<file path="src/rtl/clock_gen_multi.sv">
// clock_gen_multi: multi-channel runtime-configurable tick / clock-enable generator.
// Each channel divides the system clock by a programmable terminal count and
// drives a registered tick strobe plus a mode-dependent flag (toggle, pulse,
// one-shot). Configuration writes re-arm a channel and override counting.
module clock_gen_multi #(
    parameter int                   CHANNELS     = 4,
    parameter int                   CH_SEL_WIDTH = 2,
    parameter int                   CNT_WIDTH    = 32,
    parameter logic [CNT_WIDTH-1:0] DEFAULT_MAX  = CNT_WIDTH'(50000000)
) (
    input  logic                    clk,
    input  logic                    reset,
    input  logic                    enable,
    input  logic [CHANNELS-1:0]     ch_enable,
    input  logic                    cfg_we,
    input  logic [CH_SEL_WIDTH-1:0] cfg_ch,
    input  logic [CNT_WIDTH-1:0]    cfg_max,
    input  logic [1:0]              cfg_mode,
    output logic [CHANNELS-1:0]     flag,
    output logic [CHANNELS-1:0]     tick,
    output logic [CHANNELS-1:0]     done
);

    typedef enum logic [1:0] {
        MODE_TOGGLE  = 2'b00,
        MODE_PULSE   = 2'b01,
        MODE_ONESHOT = 2'b10,
        MODE_RSVD    = 2'b11   // behaves as pulse
    } mode_e;

    localparam logic [CNT_WIDTH-1:0] ONE = CNT_WIDTH'(1);

    logic [CNT_WIDTH-1:0] max_q    [CHANNELS];
    logic [CNT_WIDTH-1:0] max_d    [CHANNELS];
    logic [CNT_WIDTH-1:0] cnt_q    [CHANNELS];
    logic [CNT_WIDTH-1:0] cnt_d    [CHANNELS];
    logic [CNT_WIDTH-1:0] last_cnt [CHANNELS];
    mode_e                mode_q   [CHANNELS];
    mode_e                mode_d   [CHANNELS];

    logic [CHANNELS-1:0] flag_q, flag_d;
    logic [CHANNELS-1:0] tick_q, tick_d;
    logic [CHANNELS-1:0] done_q, done_d;
    logic [CHANNELS-1:0] counting;
    logic [CHANNELS-1:0] cfg_hit;

    // A halted one-shot channel stops counting until it is re-armed.
    assign counting = {CHANNELS{enable}} & ch_enable & ~done_q;

    // Terminal counter value (M_eff - 1); a programmed 0 behaves like 1, so both end at 0.
    always_comb begin
        for (int i = 0; i < CHANNELS; i++) begin
            last_cnt[i] = (max_q[i] == '0) ? '0 : max_q[i] - ONE;
        end
    end

    // Decode the configuration write; indices beyond the last channel match nothing.
    always_comb begin
        for (int i = 0; i < CHANNELS; i++) begin
            cfg_hit[i] = cfg_we && (cfg_ch == CH_SEL_WIDTH'(i));
        end
    end

    // Per-channel next state: configuration write first, then counting.
    always_comb begin
        // NOTE: every signal gets a default before any branch, so no path leaves one unassigned and no latch is inferred.
        max_d  = max_q;
        mode_d = mode_q;
        cnt_d  = cnt_q;
        tick_d = '0;
        done_d = done_q;
        flag_d = '0;
        for (int i = 0; i < CHANNELS; i++) begin
            // Toggle mode keeps its level between terminal counts; the others return to 0.
            flag_d[i] = (mode_q[i] == MODE_TOGGLE) ? flag_q[i] : 1'b0;
            if (cfg_hit[i]) begin
                max_d[i]  = cfg_max;
                mode_d[i] = mode_e'(cfg_mode);
                cnt_d[i]  = '0;
                flag_d[i] = 1'b0;
                done_d[i] = 1'b0;
            end else if (counting[i]) begin
                if (cnt_q[i] == last_cnt[i]) begin
                    cnt_d[i]  = '0;
                    tick_d[i] = 1'b1;
                    case (mode_q[i])
                        MODE_TOGGLE:  flag_d[i] = ~flag_q[i];
                        MODE_ONESHOT: begin
                            flag_d[i] = 1'b1;
                            done_d[i] = 1'b1;
                        end
                        default:      flag_d[i] = 1'b1;
                    endcase
                end else begin
                    cnt_d[i] = cnt_q[i] + ONE;
                end
            end
        end
    end

    // State registers with synchronous active-high reset.
    always_ff @(posedge clk) begin
        // NOTE: sequential state uses non-blocking assignments so every register samples the pre-edge values.
        if (reset) begin
            // NOTE: the per-channel config arrays are reset explicitly because reset must restore DEFAULT_MAX.
            for (int i = 0; i < CHANNELS; i++) begin
                max_q[i]  <= DEFAULT_MAX;
                mode_q[i] <= MODE_TOGGLE;
                cnt_q[i]  <= '0;
            end
            flag_q <= '0;
            tick_q <= '0;
            done_q <= '0;
        end else begin
            max_q  <= max_d;
            mode_q <= mode_d;
            cnt_q  <= cnt_d;
            flag_q <= flag_d;
            tick_q <= tick_d;
            done_q <= done_d;
        end
    end

    assign flag = flag_q;
    assign tick = tick_q;
    assign done = done_q;

endmodule

</file>
<file path="config.mk">
export PLATFORM = sky130hd
export DESIGN_NAME = clock_gen_multi
export DESIGN_NICKNAME = d
export VERILOG_FILES = /design/src/rtl/clock_gen_multi.sv
export SDC_FILE = /design/constraint.sdc
export NUM_CORES = 1
export LEC_CHECK = 0
export ABC_AREA = 1
export BUFFER_PORTS_ARGS = -buffer_cell sky130_fd_sc_hd__buf_2
export CAP_MARGIN = 15
export CORE_UTILIZATION = 45
export DETAILED_ROUTE_END_ITERATION = 10
export HOLD_SLACK_MARGIN = 0.1
export PLACE_DENSITY_LB_ADDON = 0.1
export SKIP_LAST_GASP = 1
export SYNTH_ARGS = -nofsm -noshare
export SYNTH_HDL_FRONTEND = slang
export SYNTH_SLANG_ARGS = --single-unit
</file>
<file path="constraint.sdc">
create_clock -name clk -period 2.8 [get_ports clk]
set_input_delay 0.28 -clock clk [delete_from_list [all_inputs] [get_ports clk]]
set_output_delay 0.28 -clock clk [all_outputs]
set_load 0.02 [all_outputs]
</file>
==> results of run 1 <==
-- where the power goes --
group / switching, mW / total (mW) / internal, mW / leakage, nW
registers: 0.121 / 4.16 / 4.04 / 2.24
logic: 1.00 / 1.51 / 0.508 / 6.61
clock network: 1.82 / 4.68 / 2.86 / 0.583
-- cell type report --
| cell class | instances | area share |
|---|---|---|
| clock buffers | 43 | 0.04362 |
| clock inverters | 17 | 0.01021 |
| inverters | 372 | 0.06462 |
| multi-input cells | 2358 | 0.5352 |
| flip-flops and latches | 276 | 0.2551 |
| well taps | 525 | 0.03029 |
| repair buffers | 167 | 0.06093 |
-- synthesized netlist by cell type, drive strengths merged, types with 40 or more instances --
library cell  number
a21oi             87
nand3            248
dfxtp            276
inv              367
nor2             600
xor2             105
nand4            117
o21ai            185
clkbuf            40
nor3              46
nand2            868
-- layer usage --
| layer | up-vias | GRT usage |
|---|---|---|
| met2 | 566 | 0.4931 |
| met3 | 115 | 0.04502 |
| met4 | 2 | 0.08769 |
| met5 | - | 0 |
| met1 | 9223 | 0.4059 |
| li1 | 10120 | - |
-- how the worst max path moves through the flow --
stage                                  end  slack, ns  depth (start not counted)
finish              cnt_q[37]$_SDFFE_PP0P_       0.16                         18
global placement    cnt_q[62]$_SDFFE_PP0P_      -0.05                         15
CTS                 cnt_q[58]$_SDFFE_PP0P_       0.01                         15
floorplan           cnt_q[19]$_SDFFE_PP0P_       0.39                         20
detailed placement  cnt_q[58]$_SDFFE_PP0P_      -0.16                         15
global route        cnt_q[87]$_SDFFE_PP0P_      -0.04                         20
-- critical path, cell delays in order, from the launching register on --
cell and delay (ns):
sky130_fd_sc_hd__dfxtp_1 0.31, sky130_fd_sc_hd__inv_1 0.14, sky130_fd_sc_hd__ha_2 0.24, sky130_fd_sc_hd__nand3_1 0.15, sky130_fd_sc_hd__inv_1 0.13, sky130_fd_sc_hd__nand2_1 0.11, sky130_fd_sc_hd__inv_1 0.11, sky130_fd_sc_hd__nand2_1 0.06
sky130_fd_sc_hd__nand2_1 0.09, sky130_fd_sc_hd__nand3_1 0.09, sky130_fd_sc_hd__nand2_1 0.10, sky130_fd_sc_hd__nand2_1 0.05, sky130_fd_sc_hd__nor2_1 0.10, sky130_fd_sc_hd__nand3_1 0.10, sky130_fd_sc_hd__nor2_2 0.18, sky130_fd_sc_hd__nand4_4 0.16
sky130_fd_sc_hd__nand2_4 0.16, sky130_fd_sc_hd__clkbuf_16 0.20, sky130_fd_sc_hd__nor2_1 0.05
-- registers in the layout, indices dropped and copies added (netlist names) --
| signal | cells |
|---|---|
| mode_q | 8 |
| max_q | 128 |
| cnt_q | 128 |
| flag | 4 |
| done | 4 |
| tick | 4 |
-- repair_timing --
action	4_1_cts	5_1_grt
setup endpoints to repair	31	138
pin swaps	0	31
buffers inserted	0	16
hold buffers	16	0
endpoints found under the hold margin	24	0
gates resized for setup	3	147
cloned	0	8
-- kinds of logic after synthesis --
kind of cell / after synthesis
adder cells (fa/ha/maj): 8
buffers and inverters: 445
XOR/XNOR: 111
flip-flops: 276
AND/OR/NAND/NOR: 1902
AO/OA/AOI/OAI: 336
-- stage by stage --
stage	hold slack [ns]	setup slack, ns	std cells
2_1_floorplan	0.3797	0.3934	3078
3_3_place_gp	0.4564	-0.04993	3658
3_5_place_dp	0.4585	-0.1629	3658
4_1_cts	0.1009	0.01391	3734
5_1_grt	0.1170	-0.04419	3758
6_report	0.1241	0.1565	3758
==> impl.org, run 1 <==
** Critical path
- The setup path with the least slack is of type reg2reg.
- Worst R2R Start :: max_q[32]$_SDFFE_PP0P_
- Destination of the worst register-to-register timing path :: cnt_q[37]$_SDFFE_PP0P_
- The worst setup path is captured at a register.
- For flop-to-flop paths, the worst setup slack is 0.16 ns.
- Highest fanout seen on the critical path :: 14
- The worst setup path is launched from a register.
- Beginning of the critical path :: max_q[32]$_SDFFE_PP0P_
- At the worst endpoint, the arrival time is 3.09 ns.
- Required time worst endpoint :: 3.25 ns
- The worst register-to-register path has a depth of 18.

** Floorplan
- For this configuration, the core starts out at a cell density of 0.4609.
- Pin placement for this block handled 56 I/O pins.
- Floorplan die height :: 204.7 um
- The die is 204.7 um wide.
- The floorplan has 73 rows.
- The die covers 41890 sq um.
- In this run the standard cell core region covers 40100 sq um.

** Synthesis
- Of the post-synthesis cell area, the part taken by muxes is 0.
- Top cell type by total area after synthesis :: sky130_fd_sc_hd__dfxtp_1
- Post-synthesis share of cell area spent on xor and xnor gates :: 0.05260
- The share of the synthesized area in compound gates (AO/OA/AOI/OAI) came to 0.09938.
- Gate Count Post-Synth :: 3078
- The cell area that synthesis handed to floorplanning was 18480 sq um.
- Of the total synthesized cell area, the portion taken by AND, OR, NAND and NOR gates is 0.4462.
- Top FF cell, synth :: sky130_fd_sc_hd__dfxtp_1
- For this run, asynchronously set or reset flops after synthesis account for 0.
- The synthesized design contains 0 enable-type register cells.
- Count of state elements after synthesis :: 276
- After synthesis, the largest family of logic cells by area is simple AND/OR/NAND/NOR gates.
- Top-area cell type share of the netlist area :: 0.2989
- Post-synthesis sequential area ratio :: 0.2989
- The netlist uses 41 different library cells.
- Mean area per synthesized cell :: 6.005 sq um
- The Yosys step of the flow raised 0 warnings.
- Counting every net in the synthesized netlist gives 3130.
- Of the total synthesized cell area, the portion taken by full adders, half adders and majority gates is 0.005416.
- In the post-synthesis netlist, the biggest area contributors are sky130_fd_sc_hd__dfxtp_1 (30%), sky130_fd_sc_hd__nand2_1 (17%), sky130_fd_sc_hd__nor2_1 (11%), sky130_fd_sc_hd__inv_1 (7.3%), sky130_fd_sc_hd__nand3_1 (6.6%).

** Clock network
- Clock tree from TritonCTS :: done
- Num CTS Buffers :: 34
- The clock drives 276 sinks.
- Source-to-sink clock delay at the later pin of the worst-skew pair :: 0.55 ns
- Max clock buf depth :: 3
- Root buffer cell :: sky130_fd_sc_hd__clkbuf_16
- The H-tree generated during clock tree synthesis spans 2 levels.
- After clock tree synthesis, the clock-pin slew on the worst setup and hold paths is 0.06 ns.

** Final layout
- At the end of the flow, the number of nets in the layout was 3261.
- Fill cells in the final layout number 4179.
- Most common cell after layout, fill and taps aside :: sky130_fd_sc_hd__nand2_1
- In the final layout, the share of cells above drive strength 1 is 0.1228.
- Relative to the synthesized area, the layout overhead comes to 17.32%.
- The library cells used most frequently in the layout, excluding fill and tap cells, are sky130_fd_sc_hd__nand2_1 (830), sky130_fd_sc_hd__nor2_1 (493), sky130_fd_sc_hd__inv_1 (357), sky130_fd_sc_hd__dfxtp_1 (271), sky130_fd_sc_hd__nand3_1 (241).
- 0 antenna diodes ended up in the layout.
- Sequential Area :: 5532 sq um
- Area used by multi-input combinational logic :: 11610 sq um
- The finished cells cover 21680 sq um.
- Once layout is complete, the utilization of the core stands at 0.5408.

** GRT
- Global-route usage over all layers :: 0.3009
- The total overflow left after global routing is 0.
- The first global-routing pass estimated 98570 um of wire.
- Pin count of the biggest net entering global routing :: 61
- The number of antenna violations at the first check in global routing was 2.
- The number of global-route vias before repair is 18250.

** Placement
- The HPWL after detailed placement is 49130 um.
- In this run the cell area measured after placement is 19620 sq um.
- Number of input and output port buffers inserted :: 55
- GPL Wtd Cong :: 0.9495

** Power
- Cell area power density :: 477.1 nW/um^2
- After layout, the design draws a total of 10.35 mW.
- The analysis attributes to cell leakage a power of 9.435 nW.
- IR analysis of the VDD net gives a maximum drop of 0.0004358 V.

** Hold path
- Along the worst hold path, the cell count comes to 3.
- In this run the most critical hold path is launched from cfg_max[22].
- Hold Path Sink :: max_q[86]$_SDFFE_PP1P_
- The min-delay analysis places its worst path in the category in2reg.

** Status
- Status :: complete, no violations

** Drt
- For this run, design rule violations remaining after detail routing come to 0.
- The routed design has 64600 um of wire.
- Via-per-instance ratio :: 5.329
- ANT nets after route :: 0
- The detailed router used layers up to and including met5.
- Number of design-rule violations left by the first detailed-router iteration :: 1587
- Number of iterations in the first detailed-routing pass :: 8
- Met3 layer wire length in the routed design :: 3840 um
- For this block, the via count after detailed routing is 20030.
- WL per Instance :: 17.19 um
- The detailed router put a total of 29550 um of wire on met1.
- Met2 layer wire length in the routed design :: 29400 um

** Timing
- Slew at the pin closest to its max-slew limit :: 0.8497 ns
- Final Critical Period :: 2.644 ns
- Setup repair after global routing missed its margin :: yes
- Hold Violations, Final :: 0
- The max-slew violation count was 0.
- Tcrit/Tclk final :: 0.9441
- Adding up every negative setup slack in the final design gives 0 ns.
- Final number of setup-violating endpoints :: 0
- Derived from the worst setup path, the maximum achievable clock frequency is 378.3 MHz.
- Setup skew after layout :: 0.02106 ns
- The worst pin sits at a relative slew slack of 0.4329.

** Flow run
- Max-cap violations in this run came to 0.
Power figures use the tool's default switching activity.
==> run 2, diff against run 1 <==
- CORE_UTILIZATION: 45 -> 58
- clock period: 2.8 -> 2.2 ns (I/O delays scaled with it)
==> run 2 against run 1 <==
Against the previous run: area after synthesis unchanged; synthesized cell count unchanged; the run now fails in global routing.
==> impl.org, run 2 <==
** Status
- The run stopped with a tool error.
- Failing step :: global routing
- The tool reported: "[ERROR GRT-0232] Routing congestion too high. Check the congestion heatmap in the GUI".

** Synthesis
- In this run, synthesis inferred 0 flip-flops with an integrated enable.
- For this run, the register share of the synthesized area comes to 0.2989.
- In the synthesized netlist, the number of instances is 3078.
- In the synthesized netlist the dominant register cell turns out to be sky130_fd_sc_hd__dfxtp_1.
- Async S/R FF share, synth :: 0
- The synthesized netlist occupies a cell area of 18480 sq um.
- Mean area per synthesized cell :: 6.005 sq um
- Distinct cells, synth :: 41
- The Yosys step of the flow raised 0 warnings.
- Most frequent cells after synthesis :: sky130_fd_sc_hd__nand2_1 (851), sky130_fd_sc_hd__nor2_1 (546), sky130_fd_sc_hd__inv_1 (361)
- Synthesis produced a netlist with a net count of 3130.
- In the post-synthesis netlist, the cell with the most instances is sky130_fd_sc_hd__nand2_1.
- Synthesis inferred 276 register bits.
- The share of synthesized area in the top cell type comes to 0.2989.
- The synthesized design spends more area on one cell type than any other, namely sky130_fd_sc_hd__dfxtp_1.
- In the post-synthesis netlist, the biggest area contributors are sky130_fd_sc_hd__dfxtp_1 (30%), sky130_fd_sc_hd__nand2_1 (17%), sky130_fd_sc_hd__nor2_1 (11%), sky130_fd_sc_hd__inv_1 (7.3%), sky130_fd_sc_hd__nand3_1 (6.6%).

** GRT
- In the global route stage, overall resource usage came out at 0.6784.
- After global routing the overflow that remains totals 20.
- Pin count of the biggest net entering global routing :: 45

** Floorplan
- Number of top-level pins :: 56
- Initial Utilization :: 0.5964
- The die is 180.5 um tall.
- The die is 180.5 um wide.
- Core Rows :: 64

** Placement
- Pre-CTS WS :: -0.4238 ns
- GPL Wtd Cong :: 1.012
- Buffers placed on the I/O ports in this run total 55.
- Placed cell area :: 23210 sq um
- # placed instances :: 4002
- After legalization and detailed placement, the total HPWL measured 53540 um.

** Clock network
- The tree is rooted in a sky130_fd_sc_hd__clkbuf_16.
- Total clock sinks :: 276
- The number of clock buffers added by TritonCTS is 31.
- Number of levels the H-tree was split into :: 1
- Max clock buf depth :: 3

** Timing
- Endpoint with the least setup slack after the last repair :: cnt_q[86]$_SDFFE_PP0P_/D
- Pin category terminating the worst setup path after the last repair :: register input
==> run 2: cell counts after synthesis <==
No cell type changed its count.
==> run 2: cells by family after synthesis <==
logic type      after synthesis  synth area share
xor+xnor                    111           0.05260
compound gates              336           0.09938
simple gates               1902            0.4462
fa+ha+maj                     8          0.005416
flops                       276            0.2989
buf+inv                     445           0.09741
==> run 2: what timing repair did <==
item | CTS
gates cloned | 16
hold endpoints to repair | 116
pin swaps | 112
resized for setup | 313
hold buffers | 36
setup endpoints to repair | 140
setup buffers | 74
==> run 2: routing by layer <==
metal / overflow / global-route usage
met1: 0 / 0.6799
met5: 1 / 0.1689
met4: 12 / 0.6448
met2: 7 / 0.9002
met3: 0 / 0.4764
==> run 2: stage by stage <==
step / setup TNS [ns] / utilization
after floorplan: -0.7515 / -
after global placement: -41.11 / 0.7491
after detailed placement: -49.45 / 0.7491
after CTS: -37.20 / 0.8519
==> run 3, diff against run 2 <==
- CORE_UTILIZATION: 58 -> 40
- HOLD_SLACK_MARGIN: 0.1 -> default
- PLACE_DENSITY_LB_ADDON: 0.1 -> 0.15
- clock period: 2.2 -> 2.86 ns (I/O delays scaled with it)
==> run 3 against run 2 <==
Against the previous run: the flow now finishes without violations.
==> impl.org, run 3 (synthesis results as in run 1) <==
** Flow run
- Number of maximum-capacitance constraint violations :: 0

** Power
- Cell area power density :: 465.5 nW/um^2
- In this run the power spent charging and discharging nets is 2.861 mW.
- Fraction of power consumed by sequential logic :: 0.407
- Summed over all cells, the static leakage comes to 9.281 nW.
- Relative contribution of combinational cells to total power :: 0.145
- Of the total power, the share spent switching nets is 0.2864.
- Of the total power, the clock network draws 0.448.
- IR analysis of the VDD net gives a maximum drop of 0.0004037 V.
- The internal power of the cells totals 7.129 mW.

** Floorplan
- Measured along the y axis, the die boundary spans 217.0 um.
- The initial utilization of the core area, before any placement, comes to 0.4064.
- Area inside the core boundary :: 45480 sq um
- Die outline area :: 47070 sq um
- Width of the die :: 217.0 um
- 56 I/O pins were placed.
- Core Rows :: 78

** Final layout
- Post-layout net count :: 3237
- Fill cells in the final layout number 4880.
- At the end of the flow the core is filled with cells to 0.4719.
- Layout Area Growth over Synthesis :: 16.11%
- Non-filler cells in the finished layout :: 3810
- Most frequent cells in the layout :: sky130_fd_sc_hd__nand2_1 (841), sky130_fd_sc_hd__nor2_1 (513), sky130_fd_sc_hd__inv_1 (357), sky130_fd_sc_hd__dfxtp_1 (274), sky130_fd_sc_hd__nand3_1 (243)
- Fraction of layout instances using a drive strength above 1 :: 0.1088
- The library cell used most frequently in the layout, excluding fill and tap cells, is sky130_fd_sc_hd__nand2_1.
- In the final layout, the registers with the most flip-flops are cnt_q: 128 flops, max_q: 128 flops, mode_q: 8 flops.
- Area used by multi-input combinational logic :: 11550 sq um
- In the final layout, flip-flops and latches occupy 5528 sq um.

** Clock network
- Register clock-pin slew on the reported worst setup and hold paths :: 0.06 ns
- In this run the number of H-tree levels came out at 2.
- TritonCTS built the clock tree.
- Num CTS Buffers :: 34
- The later pin in the worst-skew pair is clocked with a latency of 0.55 ns.
- Root buffer cell :: sky130_fd_sc_hd__clkbuf_16
- Total clock sinks :: 276
- No sink is reached through more buffers than the 3 on the longest clock path.

** GRT
- The number of global-route vias before repair is 18500.
- Overflow after GRT :: 0
- Global-route wire length before repair :: 100000 um
- Global-route usage over all layers :: 0.2698
- Entering global routing, the biggest net connects 66 pins.
- The number of antenna violations at the first check in global routing was 2.

** Drt
- In this run the remaining antenna-violating nets after routing total 0.
- Remaining routing DRC violations :: 0
- Detailed routing inserted a total of 19950 vias.
- Via-per-instance ratio :: 5.236
- In the final routed layout, each cell accounts on average for 17.01 um.
- For this block, the routed nets add up to 64830 um of wire.
- After the first detailed-routing iteration, the DRC count stood at 1668.
- For this run, the detailed router's first-pass iteration total came to 7.

** Timing
- Setup repair after global routing missed its margin :: yes
- In the post-route analysis, the smallest setup slack over all paths is 0.1722 ns.
- Final number of setup-violating endpoints :: 0
- Final slew viol count :: 0
- Final Critical Period :: 2.688 ns
- In this run the tightest slew margin relative to its limit is 0.2717.
- Adding up every negative setup slack in the final design gives 0 ns.
- Based on the critical path, the design can be clocked at up to 372.0 MHz.
- The clock arrives with 0.01430 ns of skew.
- Hold is met by 0.04956 ns.
- Hold Violations, Final :: 0
- For the pin with the worst max-slew slack, the measured transition is 1.091 ns.
- Of the available clock period, the critical path in the final layout requires 0.9398.

** Critical path
- STA classifies the critical path endpoint as a register.
- Cell Chain, Critical Path :: inv_2 > ha_4 > nand2_4 > nor2_4 > buf_4 > nand2_2 > nor2_4 > buf_12 > nor2_1 > nand2_1 > nand2_1 > inv_1 > nand2_1 > nor2_1 > nand3_1 > nor2_2 > nand4_1 > nand2_4 > clkbuf_16 > nor2_1
- Data on the critical path arrives at its endpoint at 3.13 ns.
- Required time worst endpoint :: 3.30 ns
- Slowest Stage Delay on Critical Path :: 0.33 ns
- Counting both buffers and inverters, the worst setup path holds a total of 5.
- Setup crit start kind :: register
- Max stage delay cell, worst path :: sky130_fd_sc_hd__dfxtp_1
- Along the worst path, the maximum fanout reaches 17.
- Setup CP Type :: reg2reg
- Crit path max-delay family :: simple AND/OR/NAND/NOR gates

** Placement
- After legalization and detailed placement, the total HPWL measured 49360 um.
- # placed instances :: 3724
- Number of input and output port buffers inserted :: 55
- GPL Wtd Cong :: 0.9685
- Pre-CTS WS :: -0.08840 ns

** Status
- The flow ran to the end, and the final reports show no timing, DRC or antenna violations.

** Hold path
- The worst hold path belongs to the class in2reg.
run 3: worst paths after layout:
path	start	to	slack (ns)	cells past startpoint
worst max-delay path	max_q[96]$_SDFFE_PP0P_	cnt_q[126]$_SDFFE_PP0P_	0.17	20
worst min-delay path	cfg_max[7]	max_q[39]$_SDFFE_PP1P_	0.05	3
worst max register to register	max_q[96]$_SDFFE_PP0P_	cnt_q[126]$_SDFFE_PP0P_	0.17	20
worst min register to register	done[3]$_SDFFE_PP0P_	done[3]$_SDFFE_PP0P_	0.46	2
run 3: layout make-up:
class	instances	share of cell area
Sequential cell	276	0.2576
Clock inverter	7	0.003965
Tap cell	600	0.03498
Multi-Input combinational cell	2361	0.5383
Inverter	372	0.06553
Timing Repair Buffer	140	0.05043
Antenna cell	3	0.0003498
Clock buffer	51	0.04886
run 3: worst register-to-register path, stage by stage (launching register included):
cell                        delay (ns)
sky130_fd_sc_hd__dfxtp_1          0.33
sky130_fd_sc_hd__inv_2            0.08
sky130_fd_sc_hd__ha_4             0.16
sky130_fd_sc_hd__nand2_4          0.08
sky130_fd_sc_hd__nor2_4           0.20
sky130_fd_sc_hd__buf_4            0.15
sky130_fd_sc_hd__nand2_2          0.06
sky130_fd_sc_hd__nor2_4           0.10
sky130_fd_sc_hd__buf_12           0.14
sky130_fd_sc_hd__nor2_1           0.05
sky130_fd_sc_hd__nand2_1          0.07
sky130_fd_sc_hd__nand2_1          0.05
sky130_fd_sc_hd__inv_1            0.05
sky130_fd_sc_hd__nand2_1          0.04
sky130_fd_sc_hd__nor2_1           0.11
sky130_fd_sc_hd__nand3_1          0.10
sky130_fd_sc_hd__nor2_2           0.13
sky130_fd_sc_hd__nand4_1          0.22
sky130_fd_sc_hd__nand2_4          0.22
sky130_fd_sc_hd__clkbuf_16        0.18
sky130_fd_sc_hd__nor2_1           0.04
run 3: layer usage:
layer / GRT usage / wire (um) / part of all wire / vias to the layer above
met1: 0.3651 / 29930 / 0.46 / 9173
met4: 0.09695 / 2388 / 0.037 / 0
met2: 0.4317 / 28710 / 0.44 / 572
met5: 0 / 0 / 0 / -
met3: 0.04305 / 3801 / 0.059 / 119
li1: - / - / - / 10080
run 3: through the flow:
stage	total power [mW]	instance area (sq um)
finish	9.990	21460
global route	10.42	21450
CTS	9.987	20800
detailed placement	5.482	19650
global placement	5.470	19650
floorplan	5.009	18480
run 3: what timing repair did:
action / CTS / global route
endpoints found under the setup margin: 29 / 130
gates cloned: 0 / 11
buffers inserted: 0 / 14
hold buffers: 0 / 0
gates resized for setup: 2 / 106
pin swaps: 0 / 17
run 3: power groups by stage:
stage	Sequential, mW	Clock [mW]	Combinational [mW]
CTS	4.06	4.58	1.35
global route	4.08	4.74	1.61
floorplan	4.11	0	0.896
finish	4.07	4.48	1.44
detailed placement	4.14	0	1.34
global placement	4.14	0	1.33
